`src/rtl/dds_quad_fold.sv`:
```
// Two-stage DDS address generator: phase offset add, then quarter-wave fold
// (or full-table pass-through) for the I channel and a 90-degree-shifted Q channel.
module dds_quad_fold #(
  parameter int PHASE_W = 10,
  parameter int ADDR_W  = 8
) (
  input  logic               clk,
  input  logic               rst_n,
  input  logic               in_valid,
  input  logic [PHASE_W-1:0] phase,
  input  logic [PHASE_W-1:0] phase_ofs,
  input  logic               mode,
  input  logic               quad_en,
  output logic               out_valid,
  output logic [ADDR_W-1:0]  addr_i,
  output logic               neg_i,
  output logic [ADDR_W-1:0]  addr_q,
  output logic               neg_q,
  output logic               zc_i
);

  localparam logic [PHASE_W-1:0] QUARTER = {2'b01, {(PHASE_W-2){1'b0}}};

  logic [PHASE_W-1:0] p_sum;
  logic [PHASE_W-1:0] p_i_reg;
  logic [PHASE_W-1:0] p_q_reg;
  logic               mode_reg;
  logic               quad_en_reg;
  logic               v1_reg;

  logic [1:0][PHASE_W-1:0] ch_phase;
  logic [1:0][ADDR_W-1:0]  ch_addr;
  logic [1:0]              ch_neg;
  logic [1:0]              quad_i;

  logic              out_valid_reg;
  logic [ADDR_W-1:0] addr_i_reg;
  logic              neg_i_reg;
  logic [ADDR_W-1:0] addr_q_reg;
  logic              neg_q_reg;
  logic              zc_reg;
  logic [1:0]        prev_quad_reg;
  logic              no_hist_reg;

  assign p_sum = phase + phase_ofs;

  // Stage 1: wrapped phase sum; Q channel leads I by a quarter turn.
  always_ff @(posedge clk or negedge rst_n) begin
    if (!rst_n) begin
      p_i_reg     <= '0;
      p_q_reg     <= '0;
      mode_reg    <= 1'b0;
      quad_en_reg <= 1'b0;
      v1_reg      <= 1'b0;
    end else begin
      v1_reg <= in_valid;
      if (in_valid) begin
        p_i_reg     <= p_sum;
        p_q_reg     <= p_sum + QUARTER;
        mode_reg    <= mode;
        quad_en_reg <= quad_en;
      end
    end
  end

  assign ch_phase[0] = p_i_reg;
  assign ch_phase[1] = p_q_reg;
  assign quad_i      = p_i_reg[PHASE_W-1 -: 2];

  genvar gi;
  generate
    for (gi = 0; gi < 2; gi++) begin : g_fold
      logic [1:0]        quad;
      logic [ADDR_W-1:0] frac;
      logic [ADDR_W-1:0] full;

      assign quad = ch_phase[gi][PHASE_W-1 -: 2];
      assign frac = ch_phase[gi][PHASE_W-3 -: ADDR_W];
      assign full = ch_phase[gi][PHASE_W-1 -: ADDR_W];

      // Odd quadrants run the table backwards: (2^ADDR_W-1) - a is just ~a.
      assign ch_addr[gi] = mode_reg ? full : (quad[0] ? ~frac : frac);
      assign ch_neg[gi]  = ~mode_reg & quad[1];
    end
  endgenerate

  // Stage 2: outputs move only on a valid stage-1 sample, zc_i is a single-cycle pulse.
  always_ff @(posedge clk or negedge rst_n) begin
    if (!rst_n) begin
      out_valid_reg <= 1'b0;
      addr_i_reg    <= '0;
      neg_i_reg     <= 1'b0;
      addr_q_reg    <= '0;
      neg_q_reg     <= 1'b0;
      zc_reg        <= 1'b0;
      prev_quad_reg <= 2'd0;
      no_hist_reg   <= 1'b1;
    end else begin
      out_valid_reg <= v1_reg;
      zc_reg        <= 1'b0;
      if (v1_reg) begin
        addr_i_reg    <= ch_addr[0];
        neg_i_reg     <= ch_neg[0];
        addr_q_reg    <= quad_en_reg ? ch_addr[1] : '0;
        neg_q_reg     <= quad_en_reg & ch_neg[1];
        zc_reg        <= ~no_hist_reg && (prev_quad_reg == 2'd3) && (quad_i == 2'd0);
        prev_quad_reg <= quad_i;
        no_hist_reg   <= 1'b0;
      end
    end
  end

  assign out_valid = out_valid_reg;
  assign addr_i    = addr_i_reg;
  assign neg_i     = neg_i_reg;
  assign addr_q    = addr_q_reg;
  assign neg_q     = neg_q_reg;
  assign zc_i      = zc_reg;

endmodule

```
`config.mk`:
```
export PLATFORM = sky130hd
export DESIGN_NAME = dds_quad_fold
export DESIGN_NICKNAME = d
export VERILOG_FILES = /design/src/rtl/dds_quad_fold.sv
export SDC_FILE = /design/constraint.sdc
export NUM_CORES = 1
export LEC_CHECK = 0
export ABC_AREA = 1
export CAP_MARGIN = 20
export CORE_AREA = 10 10 97 99
export DETAILED_ROUTE_END_ITERATION = 6
export DIE_AREA = 0 0 107 109
export PLACE_DENSITY_LB_ADDON = 0.12
export SLEW_MARGIN = 5
export SYNTH_ARGS = -nofsm -noshare
export SYNTH_HDL_FRONTEND = slang
export SYNTH_SLANG_ARGS = --single-unit
```
`constraint.sdc`:
```
create_clock -name clk -period 1.4 [get_ports clk]
set_clock_uncertainty 0.2 [all_clocks]
set_input_delay 0.42 -clock clk [delete_from_list [all_inputs] [get_ports clk]]
set_output_delay 0.42 -clock clk [all_outputs]
set_load 0.03 [all_outputs]
```
# Word-level counts from Yosys, hierarchy flattened
# Cells that the tools add are included.
[word_totals]
regBits = 46
in_bits = 25
out_inout_bits = 20
word_cells = 32
[op_classes]
add_sub_neg = 2
eq_ne = 1
mux = 6
bitwise_logic = 7
reduce_logical = 3
[ops]
columns = ["operator", "count"]
rows = [
  ["two-way mux 8 bit", 5],
  ["NOT 8 bit", 2],
  ["adder 10 bit", 1],
  ["adder 10 x 9 -> 10 bit (second input constant)", 1],
  ["bitwise AND 1 bit", 3],
  ["== test 2 bit (second input constant)", 1],
  ["logical AND 1 bit", 2],
  ["zero test 2 bit", 1],
  ["NOT 1 bit", 2],
  ["two-way mux 1 bit", 1],
]

# Depth between registers and ports, before layout
[logic_depth]
depth_word = 4
depth_mapped = 13
mapped_depth_nobuf = 13

# Worst setup path before layout
# OpenSTA, ideal clock, no wires.
[synth_path]
kind = "input port to flip-flop"
from = "input phase[0]"
to = "register p_q_reg[9]"
setup_ns = 0.117
t_arrival_ns = 1.663
t_required_ns = 1.083
slack_ns = -0.581
path_stages = 13
path_buffers = 0
cell_sequence = "ha_1 > inv_1 > fa_1 > inv_1 > nand3_1 > nand2_1 > nand2_1 > nand2_1 > nand2_1 > nand2_1 > nand3_1 > nand3_1 > nand2_1"
[synth_via]
elab_chain_len = 2
[synth_rtl]
columns = ["element", "line", "text"]
rows = [
  ["start, declared", "10", "input logic [PHASE_W-1:0] phase,"],
  ["adder 10 bit", "45", "assign p_sum = phase + phase_ofs;"],
  ["adder 10 x 9 -> 10 bit", "59", "p_q_reg <= p_sum + QUARTER;"],
  ["end signal, assigned", "59", ""],
  ["end, declared", "26", "logic [PHASE_W-1:0] p_q_reg;"],
]
# No other way between the ends.
# A chain may end at the register's enable or synchronous reset.

# Worst setup path in the final report
[layout_path]
from = "input phase[5]"
to = "register p_q_reg[9]"
# The elaborated chain is that of the path after synthesis.

==> flow_summary.json <==
{
  "fin_nets": 411,
  "core.rowCount": 32,
  "synth_flop_cell": "sky130_fd_sc_hd__dfrtp_1",
  "n_fill_cell": 774,
  "timing.hold.worst_endpoint": "p_i_reg[0]$_DFFE_PN0P_",
  "routed_antenna_nets": 0,
  "worst_ep_arrival_time_ns": 1.63,
  "vdd_ir_drop_max_uv": 358,
  "die_outline_area_um2": 11700,
  "gr-total-overflow": 0,
  "timing.critical_path.mode_cell": "sky130_fd_sc_hd__nand3_1",
  "synth.top_cell.area_share": 0.423,
  "post_synthesis_mean_instance_area_um2": 7.65,
  "cts_buffer_depth": 2,
  "drive_gt1_frac": 0.371,
  "critical_register_to_register_path_endpoint": "addr_q[5]$_DFFE_PN0P_",
  "synth_top_cells_by_area": "sky130_fd_sc_hd__dfrtp_1 (42%), sky130_fd_sc_hd__nand2_1 (11%), sky130_fd_sc_hd__o21ai_0 (6.6%)",
  "timing.hold.worst.class": "input pin to flip-flop",
  "tritoncts": "built",
  "avgViaCountPerCell": 4.45,
  "postSynthCellCount": 286,
  "run_status": "finished with violations",
  "detail_route.iter0.violations": 74,
  "layout_worst_path_cycle_share": 1.18,
  "groute.layer.met1.usage": 0.128,
  "worstPathMaxFanout": 4,
  "place.port_buffers": 44,
  "crit_path_max_incr_delay_ns": 0.30,
  "hold_violations": 0,
  "ys_types": 29,
  "timing.critical_path.slowest_stage_cell": "sky130_fd_sc_hd__ha_4",
  "timing.critical_path.required_ns": 1.38,
  "violated_checks": "setup timing",
  "largest_net_degree_at_the_start_of_global_routing": 39,
  "power.density_cell_area_nw_per_um2": 1050,
  "worst_hold_path.num_cells": 4,
  "wire_per_inst_um": 12.6,
  "crit_type": "input pin to flip-flop",
  "dp.final_hpwl_um": 4570,
  "remaining_drc_errors": 0,
  "ys.warnings.count": 0,
  "largest_register_ff_count": 10,
  "design.portCount": 45,
  "core_area_um2": 7530,
  "relSlewSlack": 0.787,
  "setup.worst_path.start_class": "input pin",
  "fin_util": 0.459,
  "cts_sinks": 38,
  "total_leakage_power_nw": 1.65,
  "setup_ws_ns": -0.249,
  "track_usage": 0.104,
  "antenna-diode-count": 0,
  "synth-seq-cells": 38,
  "clock_latency_ns": 0.28,
  "stdcell_count": 479,
  "grt_first_pass_wirelength_um": 9980,
  "htree_levels": 2,
  "finalPower_mw": 3.61,
  "logic_depth_of_the_worst_register_to_register_path": 5,
  "post_synth_instance_area_um2": 2190,
  "fmax_mhz": 606,
  "worst_pin_slew_ns": 0.319,
  "layout-area-overhead-vs-synth_pct": 57.9,
  "die_h_um": 109,
  "maxSlewViolCount": 0,
  "critical_path_endpoint_category": "flip-flop",
  "global_route.peak_usage_layer": "met2",
  "firstDrtPassIters": 4,
  "r2r_start": "p_q_reg[8]$_DFFE_PN0P_",
  "yosys-top-cells-count": "sky130_fd_sc_hd__nand2_1 (63), sky130_fd_sc_hd__dfrtp_1 (37), sky130_fd_sc_hd__inv_1 (32), sky130_fd_sc_hd__nor2_1 (31), sky130_fd_sc_hd__o21ai_0 (29)",
  "gr_layer_usage_met3": 0.0254,
  "timing.final.setup_violations": 33,
  "post-synth-top-count-cell": "sky130_fd_sc_hd__nand2_1",
  "synthArstFlopShare": 1.00,
  "rsz0062_at_grt": "yes",
  "chipWidth_um": 107,
  "dpl.cell_count": 450,
  "wl_um": 6040,
  "synthesis.nets": 321,
  "first_global_vias": 2100,
  "floorplan.initialDensity": 0.291,
  "worstHoldStart": "phase[0]",
  "globalplace.congestion": 0.844,
  "synth-edff-count": 0,
  "yosysTopAreaCell": "sky130_fd_sc_hd__dfrtp_1",
  "numCtsBuffers": 5,
  "clk_pin_slew_worst_paths_ns": 0.07,
  "grt_antenna_before_repair": 0,
  "path_cells": "dlygate4sd2_1, ha_4, nand2_2, nor2_4, nand3_4, nand4_1, nand3_1, nand3_1, nand2_1",
  "synth_sequential_area_ratio": 0.435,
  "r2r_slack_ns": -0.12,
  "met2_track_demand_over_resource": 0.177,
  "finalWorstPathRequiredPeriod_ns": 1.65,
  "cap_violations": 0,
  "root_buffer": "sky130_fd_sc_hd__clkbuf_8",
  "dr_total_vias": 2132
}
logic make-up (layout without fill, tap and decap cells):
kind of cell    Yosys count  after routing  synth area share
compound gates           68             68             0.175
xor+xnor                  1              1           0.00400
fa+ha+maj                10             10            0.0606
buf+inv                  44            135            0.0800
flops                    38             38             0.435
simple gates            125            125             0.245
power breakdown:
part           internal [mW]  switching [mW]  leakage, nW  total (mW)
combinational          0.741           0.763         1.15        1.50
sequential              1.26           0.140        0.464        1.40
clock                  0.354           0.356       0.0395       0.710
total                   2.35            1.26         1.65        3.61
stage by stage:
step / area (um2) / setup slack [ns] / hold slack (ns) / setup TNS [ns]
final: 3450 / -0.249 / 0.263 / -2.39
after global routing: 3450 / -0.389 / 0.298 / -4.67
after CTS: 3330 / -0.291 / 0.260 / -2.94
after detailed placement: 3090 / -1.03 / 0.205 / -9.86
after global placement: 3090 / -1.01 / 0.204 / -9.69
after floorplan: 2310 / -0.426 / -0.0756 / -2.46
layout by cell type (no fill, tap or decap), drive strengths merged:
cell            n
a21o            1
a21oi          28
a221o           1
buf            73
clkbuf         14
clkdlybuf4s15   2
clkdlybuf4s50   5
clkinvlp        2
dfrtp          37
dfstp           1
dlygate4sd2     6
dlygate4sd3     1
fa              1
ha              9
inv            32
nand2          69
nand3          17
nand4           3
nor2           32
nor3            3
o21a            1
o21ai          30
o21bai          2
o22ai           3
o31ai           2
or2             1
xnor2           1
area by class of cell:
cell class	count	area (um2)	share of cell area
inverters	33	130	0.0377
flip-flops and latches	38	952	0.276
clock buffers	8	80.1	0.0232
repair inverters	1	7.51	0.00217
repair buffers	93	883	0.256
well taps	102	128	0.0369
multi-input cells	204	1270	0.369
critical path: cells and delay by family:
family	cells	cell delay, ns
fa+ha+maj	1	0.30
buf+inv	1	0.25
simple gates	7	0.66
what timing repair did:
action / CTS / global route
buffers inserted: 10 / 9
cloned: 0 / 1
endpoints found under the setup margin: 31 / 39
hold endpoints to repair: 37 / 0
hold buffers: 1 / 0
resized for setup: 63 / 37
pin swaps: 22 / 20
how the worst max path moves through the flow:
stage                       from                     end  slack, ns
floorplan           phase_ofs[0]  p_q_reg[9]$_DFFE_PN0P_      -0.43
global placement    phase_ofs[0]  p_q_reg[9]$_DFFE_PN0P_      -1.01
detailed placement  phase_ofs[0]  p_q_reg[9]$_DFFE_PN0P_      -1.03
CTS                     phase[0]  p_q_reg[9]$_DFFE_PN0P_      -0.29
global route        phase_ofs[0]  p_q_reg[9]$_DFFE_PN0P_      -0.39
finish                  phase[5]  p_q_reg[9]$_DFFE_PN0P_      -0.25
per-layer routing:
| metal | routed length [um] | vias to the layer above |
|---|---|---|
| li1 | - | 1113 |
| met5 | 0 | - |
| met1 | 2750 | 957 |
| met4 | 66 | 0 |
| met3 | 327 | 6 |
| met2 | 2900 | 56 |
Power figures use the tool's default switching activity.
